### src/rtl/par_link_peer.sv
// par_link_peer: far-end endpoint of the board-to-board parallel byte link.
// Two independent 4-phase req/ack channels on the link side, each backed by a
// first-word-fall-through byte FIFO on the host side. Flow control is by
// withholding ack only, so no byte is ever dropped on the link.
//
// Ports:
//   clk, reset_n            system clock, synchronous active-low reset
//   lk_rx_data/req/ack      inbound link channel (req async, ack registered)
//   lk_tx_data/req/ack      outbound link channel (ack async, data/req registered)
//   rx_byte/valid/pop/count RX FIFO head, not-empty, consume, occupancy
//   tx_byte/push/full/count TX FIFO enqueue, full flag, occupancy
//   link_state              {rx_fsm[1:0], tx_fsm[1:0]} for probe/LED display
module par_link_peer #(
    parameter int unsigned DEPTH_LOG2  = 3,
    parameter int unsigned SYNC_STAGES = 2
) (
    input  logic                  clk,
    input  logic                  reset_n,
    input  logic [7:0]            lk_rx_data,
    input  logic                  lk_rx_req,
    output logic                  lk_rx_ack,
    output logic [7:0]            lk_tx_data,
    output logic                  lk_tx_req,
    input  logic                  lk_tx_ack,
    output logic [7:0]            rx_byte,
    output logic                  rx_valid,
    input  logic                  rx_pop,
    output logic [DEPTH_LOG2:0]   rx_count,
    input  logic [7:0]            tx_byte,
    input  logic                  tx_push,
    output logic                  tx_full,
    output logic [DEPTH_LOG2:0]   tx_count,
    output logic [3:0]            link_state
);

    localparam int unsigned DEPTH = 2 ** DEPTH_LOG2;
    localparam int unsigned PTR_W = DEPTH_LOG2;
    localparam int unsigned CNT_W = DEPTH_LOG2 + 1;

    typedef enum logic {
        R_IDLE = 1'b0,
        R_ACK  = 1'b1
    } rx_state_e;

    typedef enum logic [1:0] {
        T_IDLE  = 2'd0,
        T_SETUP = 2'd1,
        T_REQ   = 2'd2,
        T_WAIT  = 2'd3
    } tx_state_e;

    // ---------------------------------------------------------------------
    // Signal declarations
    // ---------------------------------------------------------------------
    logic [SYNC_STAGES-1:0] rx_req_sync_q, rx_req_sync_d;
    logic [SYNC_STAGES-1:0] tx_ack_sync_q, tx_ack_sync_d;
    logic                   rx_req_s;
    logic                   tx_ack_s;

    rx_state_e              rx_state_q, rx_state_d;
    logic                   rx_ack_q, rx_ack_d;

    tx_state_e              tx_state_q, tx_state_d;
    logic                   tx_req_q, tx_req_d;
    logic [7:0]             tx_data_q, tx_data_d;

    logic [7:0]             rx_mem_q [DEPTH];
    logic [PTR_W-1:0]       rx_wr_ptr_q, rx_wr_ptr_d;
    logic [PTR_W-1:0]       rx_rd_ptr_q, rx_rd_ptr_d;
    logic [CNT_W-1:0]       rx_count_q, rx_count_d;
    logic                   rx_valid_q, rx_valid_d;
    logic                   rx_full_c;
    logic                   rx_push_c;
    logic                   rx_pop_c;

    logic [7:0]             tx_mem_q [DEPTH];
    logic [PTR_W-1:0]       tx_wr_ptr_q, tx_wr_ptr_d;
    logic [PTR_W-1:0]       tx_rd_ptr_q, tx_rd_ptr_d;
    logic [CNT_W-1:0]       tx_count_q, tx_count_d;
    logic                   tx_full_q, tx_full_d;
    logic [7:0]             tx_head_c;
    logic                   tx_push_c;
    logic                   tx_pop_c;

    // ---------------------------------------------------------------------
    // Input synchronizers: shift in at bit 0, last stage is the clean copy
    // ---------------------------------------------------------------------
    always_comb begin
        rx_req_sync_d = {rx_req_sync_q[SYNC_STAGES-2:0], lk_rx_req};
        tx_ack_sync_d = {tx_ack_sync_q[SYNC_STAGES-2:0], lk_tx_ack};
    end

    assign rx_req_s = rx_req_sync_q[SYNC_STAGES-1];
    assign tx_ack_s = tx_ack_sync_q[SYNC_STAGES-1];

    // ---------------------------------------------------------------------
    // RX handshake FSM: capture once per req pulse, stall by holding ack low
    // ---------------------------------------------------------------------
    always_comb begin
        rx_state_d = rx_state_q;
        rx_ack_d   = rx_ack_q;
        rx_push_c  = 1'b0;
        case (rx_state_q)
            R_IDLE: begin
                if (rx_req_s && !rx_full_c) begin
                    rx_push_c  = 1'b1;
                    rx_ack_d   = 1'b1;
                    rx_state_d = R_ACK;
                end
            end
            R_ACK: begin
                if (!rx_req_s) begin
                    rx_ack_d   = 1'b0;
                    rx_state_d = R_IDLE;
                end
            end
            default: begin
                rx_ack_d   = 1'b0;
                rx_state_d = R_IDLE;
            end
        endcase
    end

    // ---------------------------------------------------------------------
    // RX FIFO bookkeeping; an internal push is already blocked when full
    // ---------------------------------------------------------------------
    assign rx_full_c = (rx_count_q == CNT_W'(DEPTH));
    assign rx_pop_c  = rx_pop && (rx_count_q != '0);

    always_comb begin
        rx_wr_ptr_d = rx_wr_ptr_q + PTR_W'(rx_push_c);
        rx_rd_ptr_d = rx_rd_ptr_q + PTR_W'(rx_pop_c);
        rx_count_d  = rx_count_q + CNT_W'(rx_push_c) - CNT_W'(rx_pop_c);
        rx_valid_d  = (rx_count_d != '0);
    end

    // ---------------------------------------------------------------------
    // TX FIFO bookkeeping; a push while full is accepted only alongside the
    // pop that frees the slot (the head byte already sits in lk_tx_data)
    // ---------------------------------------------------------------------
    assign tx_head_c = tx_mem_q[tx_rd_ptr_q];
    assign tx_push_c = tx_push && (!tx_full_q || tx_pop_c);

    always_comb begin
        tx_wr_ptr_d = tx_wr_ptr_q + PTR_W'(tx_push_c);
        tx_rd_ptr_d = tx_rd_ptr_q + PTR_W'(tx_pop_c);
        tx_count_d  = tx_count_q + CNT_W'(tx_push_c) - CNT_W'(tx_pop_c);
        tx_full_d   = (tx_count_d == CNT_W'(DEPTH));
    end

    // ---------------------------------------------------------------------
    // TX handshake FSM: load head, one setup cycle, raise req, pop on ack
    // ---------------------------------------------------------------------
    always_comb begin
        tx_state_d = tx_state_q;
        tx_req_d   = tx_req_q;
        tx_data_d  = tx_data_q;
        tx_pop_c   = 1'b0;
        case (tx_state_q)
            T_IDLE: begin
                // never start while the remote still shows the previous ack
                if ((tx_count_q != '0) && !tx_ack_s) begin
                    tx_data_d  = tx_head_c;
                    tx_state_d = T_SETUP;
                end
            end
            T_SETUP: begin
                tx_req_d   = 1'b1;
                tx_state_d = T_REQ;
            end
            T_REQ: begin
                if (tx_ack_s) begin
                    tx_pop_c   = 1'b1;
                    tx_req_d   = 1'b0;
                    tx_state_d = T_WAIT;
                end
            end
            T_WAIT: begin
                if (!tx_ack_s) begin
                    tx_state_d = T_IDLE;
                end
            end
            default: begin
                tx_req_d   = 1'b0;
                tx_state_d = T_IDLE;
            end
        endcase
    end

    // ---------------------------------------------------------------------
    // Control and status registers
    // ---------------------------------------------------------------------
    always_ff @(posedge clk) begin
        if (!reset_n) begin
            rx_req_sync_q <= '0;
            tx_ack_sync_q <= '0;
            rx_state_q    <= R_IDLE;
            rx_ack_q      <= 1'b0;
            tx_state_q    <= T_IDLE;
            tx_req_q      <= 1'b0;
            tx_data_q     <= '0;
            rx_wr_ptr_q   <= '0;
            rx_rd_ptr_q   <= '0;
            rx_count_q    <= '0;
            rx_valid_q    <= 1'b0;
            tx_wr_ptr_q   <= '0;
            tx_rd_ptr_q   <= '0;
            tx_count_q    <= '0;
            tx_full_q     <= 1'b0;
        end else begin
            rx_req_sync_q <= rx_req_sync_d;
            tx_ack_sync_q <= tx_ack_sync_d;
            rx_state_q    <= rx_state_d;
            rx_ack_q      <= rx_ack_d;
            tx_state_q    <= tx_state_d;
            tx_req_q      <= tx_req_d;
            tx_data_q     <= tx_data_d;
            rx_wr_ptr_q   <= rx_wr_ptr_d;
            rx_rd_ptr_q   <= rx_rd_ptr_d;
            rx_count_q    <= rx_count_d;
            rx_valid_q    <= rx_valid_d;
            tx_wr_ptr_q   <= tx_wr_ptr_d;
            tx_rd_ptr_q   <= tx_rd_ptr_d;
            tx_count_q    <= tx_count_d;
            tx_full_q     <= tx_full_d;
        end
    end

    // FIFO storage: data only, validity is tracked by the pointers/counts
    always_ff @(posedge clk) begin
        if (reset_n && rx_push_c) begin
            rx_mem_q[rx_wr_ptr_q] <= lk_rx_data;
        end
        if (reset_n && tx_push_c) begin
            tx_mem_q[tx_wr_ptr_q] <= tx_byte;
        end
    end

    // ---------------------------------------------------------------------
    // Outputs
    // ---------------------------------------------------------------------
    assign lk_rx_ack  = rx_ack_q;
    assign lk_tx_req  = tx_req_q;
    assign lk_tx_data = tx_data_q;
    assign rx_byte    = rx_mem_q[rx_rd_ptr_q];
    assign rx_valid   = rx_valid_q;
    assign rx_count   = rx_count_q;
    assign tx_full    = tx_full_q;
    assign tx_count   = tx_count_q;
    assign link_state = {1'b0, rx_state_q, tx_state_q};

endmodule

### config.mk
export PLATFORM = sky130hd
export DESIGN_NAME = par_link_peer
export DESIGN_NICKNAME = d
export VERILOG_FILES = /design/src/rtl/par_link_peer.sv
export SDC_FILE = /design/constraint.sdc
export NUM_CORES = 1
export LEC_CHECK = 0
export CORE_MARGIN = 10
export CORE_UTILIZATION = 60
export CTS_BUF_LIST = sky130_fd_sc_hd__clkbuf_4 sky130_fd_sc_hd__clkbuf_8
export CTS_CLUSTER_SIZE = 14
export DETAILED_ROUTE_END_ITERATION = 16
export GPL_TIMING_DRIVEN = 0
export PLACE_DENSITY = 0.93
export RECOVER_POWER = 25
export SLEW_MARGIN = 10
export SYNTH_ARGS = -nofsm -noshare
export SYNTH_HDL_FRONTEND = slang
export SYNTH_SLANG_ARGS = --single-unit
### constraint.sdc
create_clock -name clk -period 3.45 [get_ports clk]
set_clock_uncertainty 0.15 [all_clocks]
set_input_delay 0.8625 -clock clk [delete_from_list [all_inputs] [get_ports clk]]
set_output_delay 0.8625 -clock clk [all_outputs]
set_load 0.02 [all_outputs]
==> impl_metrics.ini <==
[timing]
slew_headroom_pct = 39.5
clock.fmax_mhz = 303
setup_violations = 0
setup_ws_ns = 0.152
rsz0062_at_grt = no
worst_pin_slew_ns = 0.903
slew_viol_final = 0
hold_viol = 0
min_period_over_period_pct = 95.6
layout_min_cycle_time_ns = 3.30
fin_tns_setup_ns = 0

[place]
port_buffers = 52
dp_cells = 580
detailed_place_hpwl_mm = 8.89
gp_congestion = 0.824
place_ws_ns = -0.248

[pwr]
combPwrFrac_pct = 28.4
swShare_pct = 30.6
power_w = 0.00517
switchingPower_w = 0.00158
powerDensity_nw_per_um2 = 665
clkPwrFrac_pct = 24.4
p_leak_nw = 2.69
peakVddDrop_v = 0.000423
pwr-share-seq_pct = 47.1
intPower_w = 0.00359

[grt]
grt_max_degree = 17
gr-total-overflow = 0
antenna_found_initial = 0
grt_pass1_wl_mm = 20.0
grt_pass1_vias = 3684
grt_use_total_pct = 16.3

[floorplanning]
ioPinCount = 54
core_um2 = 10900
die_h_um = 126
start_util_pct = 61.6
dieArea_um2 = 15800
die_x_um = 126
std_cell_rows = 38

[finish]
stdcell_count = 612
n_antenna_cell = 0
regArea_um2 = 4620
drive_gt1_share_pct = 14.4
nNetsFinal = 507
multi_input_area_um2 = 1920
syn2layout_area_growth_pct = 16.0
nFillCells = 665

[critical_path]
worstSetupPathType = reg -> out
r2r_cells = 12
ff2ff_setup_slack_ns = 0.48
crit_arrival_ns = 2.29
critPathSlowestCell = mux4_1
max_stage_delay_ns = 0.56
r2r-start = tx_state_q[0]
worstPathMaxFanout = 10
required_ns = 2.44
end_kind = primary output
start_kind = register
path_cells = buf_6 -> buf_12 -> mux4_1 -> mux2_2 -> dlygate4sd2_1
r2r-end = tx_full

[synth]
yosysSeqAreaShare_pct = 69.0
yosysTopAreaCell = edfxtp_1
synth-main-ff-cell = edfxtp_1
syn_nets = 436
ys_async_sr_fraction_pct = 0
yosysTopAreaCellShare_pct = 57.3
synth_edf_count = 128
synth_area_per_cell_um2 = 17.3
synth_most_common_cell = edfxtp_1
ys_top_cells_by_count = edfxtp_1, dfxtp_1, nor2_1
synthCells = 388
syn_area_um2 = 6700
synthTopCellsByArea = edfxtp_1, dfxtp_1, mux4_1, mux4_2, ha_1
synth-warning-count = 0
synth-seq-cells = 167
ys_types = 38

[clock_tree]
cts-root-buf = clkbuf_8
clk_pin_slew_ns = 0.08
clock_sinks = 167
cts_max_level = 4
cts_hold_buf = 0
cts_tree = built
clock_latency_ns = 0.44
cts_buffer_depth = 2
cts_made_buffers = 17

[status]
outcome = finished, final reports clean

[route]
drtAntennaViolNets = 0
post_drt_wl_per_cell_um = 20.5
dr.first_iter.drc_count = 283
via_per_inst = 5.66
dr.pass1.iters = 4
routed_wl_mm = 12.5
vias = 3464
drc = 0

[worst_hold_path]
hold_end = rx_req_sync_q[1]
min_from = rx_req_sync_q[0]
hp-class = reg -> reg
whs_path_depth = 1

[job]
drv_cap = 0
-- what timing repair did --
action                                  CTS  global route
endpoints found under the hold margin     0             0
resized for setup                         9             0
endpoints found under the setup margin    8             0
buffers inserted                          0             0
-- cells in the final DEF (no fill, tap or decap), types with 3 or more instances in the layout --
cell type        count
a21oi_1             14
and2_1              17
buf_2                3
buf_4                3
clkbuf_1             6
clkbuf_8            20
clkdlybuf4s50_1     33
dfxtp_1             39
dlygate4sd2_1        8
dlygate4sd3_1       11
edfxtp_1           128
ha_1                24
inv_1               18
inv_6                4
mux2_2               8
mux2i_1             12
mux4_1              16
mux4_2              14
nand2_1              6
nand2b_1             6
nor2_1              25
nor3_1               3
nor3_2               4
o21ai_0              8
xnor2_1              7
-- registers in the layout, summed over array words and instances, names as in the netlist, 2 cells and up --
signal	flops
lk_tx_data	8
rx_count	4
rx_mem_q	64
rx_rd_ptr_q	3
rx_req_sync_q	2
rx_wr_ptr_q	3
tx_ack_sync_q	2
tx_count	4
tx_mem_q	64
tx_rd_ptr_q	3
tx_state_q	2
tx_wr_ptr_q	3
-- power groups by stage --
stage                     Sequential, W  Combinational, W  Clock (W)
after floorplan                 0.00260          0.000801          0
after global placement          0.00247           0.00143          0
after detailed placement        0.00248           0.00149          0
after CTS                       0.00244           0.00149    0.00129
after global routing            0.00246           0.00162    0.00137
final                           0.00244           0.00147    0.00127
-- through the flow --
step	util [%]	instance area (um^2)	hold slack [ns]
after global placement	67.9	7400	0.267
final	71.4	7780	0.307
after detailed placement	68.0	7400	0.282
after floorplan	-	6700	0.262
after CTS	71.3	7760	0.307
after global routing	71.4	7780	0.323
-- cell type report --
cell class	instances	share of cell area (%)
repair buffers	52	6.56
multi-input cells	186	24.7
flip-flops and latches	167	59.5
clock inverters	12	1.19
clock buffers	20	3.54
well taps	140	2.25
plain buffers	17	1.43
inverters	18	0.869
-- how the worst max path moves through the flow --
stage | start | to | slack, ns
after floorplan | tx_push | tx_full | 0.74
after global placement | reset_n | tx_mem_q[1][6] | -0.34
after detailed placement | reset_n | rx_mem_q[1][0] | -0.25
after CTS | rx_rd_ptr_q[0] | rx_byte[6] | 0.10
after global routing | rx_rd_ptr_q[1] | rx_byte[6] | 0.04
final | rx_rd_ptr_q[0] | rx_byte[6] | 0.15
-- per-layer routing --
layer / share of wire (%) / GRT usage (%) / up-vias
met2: 55 / 29.5 / 91
li1: - / - / 1630
met5: 0 / 0 / -
met1: 40 / 17.9 / 1734
met4: 0.70 / 4.61 / 0
met3: 4.8 / 5.24 / 9
-- worst max-delay path, delay by kind of cell, from the launching register on --
kind / cells / cell delay (ns)
flops: 1 / 0.37
mux: 2 / 0.83
buf+inv: 3 / 0.64
-- kinds of logic (layout without fill, tap and decap cells) --
family | count (synthesis) | in the layout | share of synthesized area, %
fa+ha+maj | 26 | 26 | 5.08
compound gates | 31 | 31 | 2.71
buf+inv | 35 | 119 | 2.65
mux | 50 | 50 | 14.1
other cells | 1 | 1 | 0.0559
simple gates | 70 | 70 | 5.36
xor+xnor | 8 | 8 | 1.05
flops | 167 | 167 | 69.0
(Power assumes the default switching activity.)
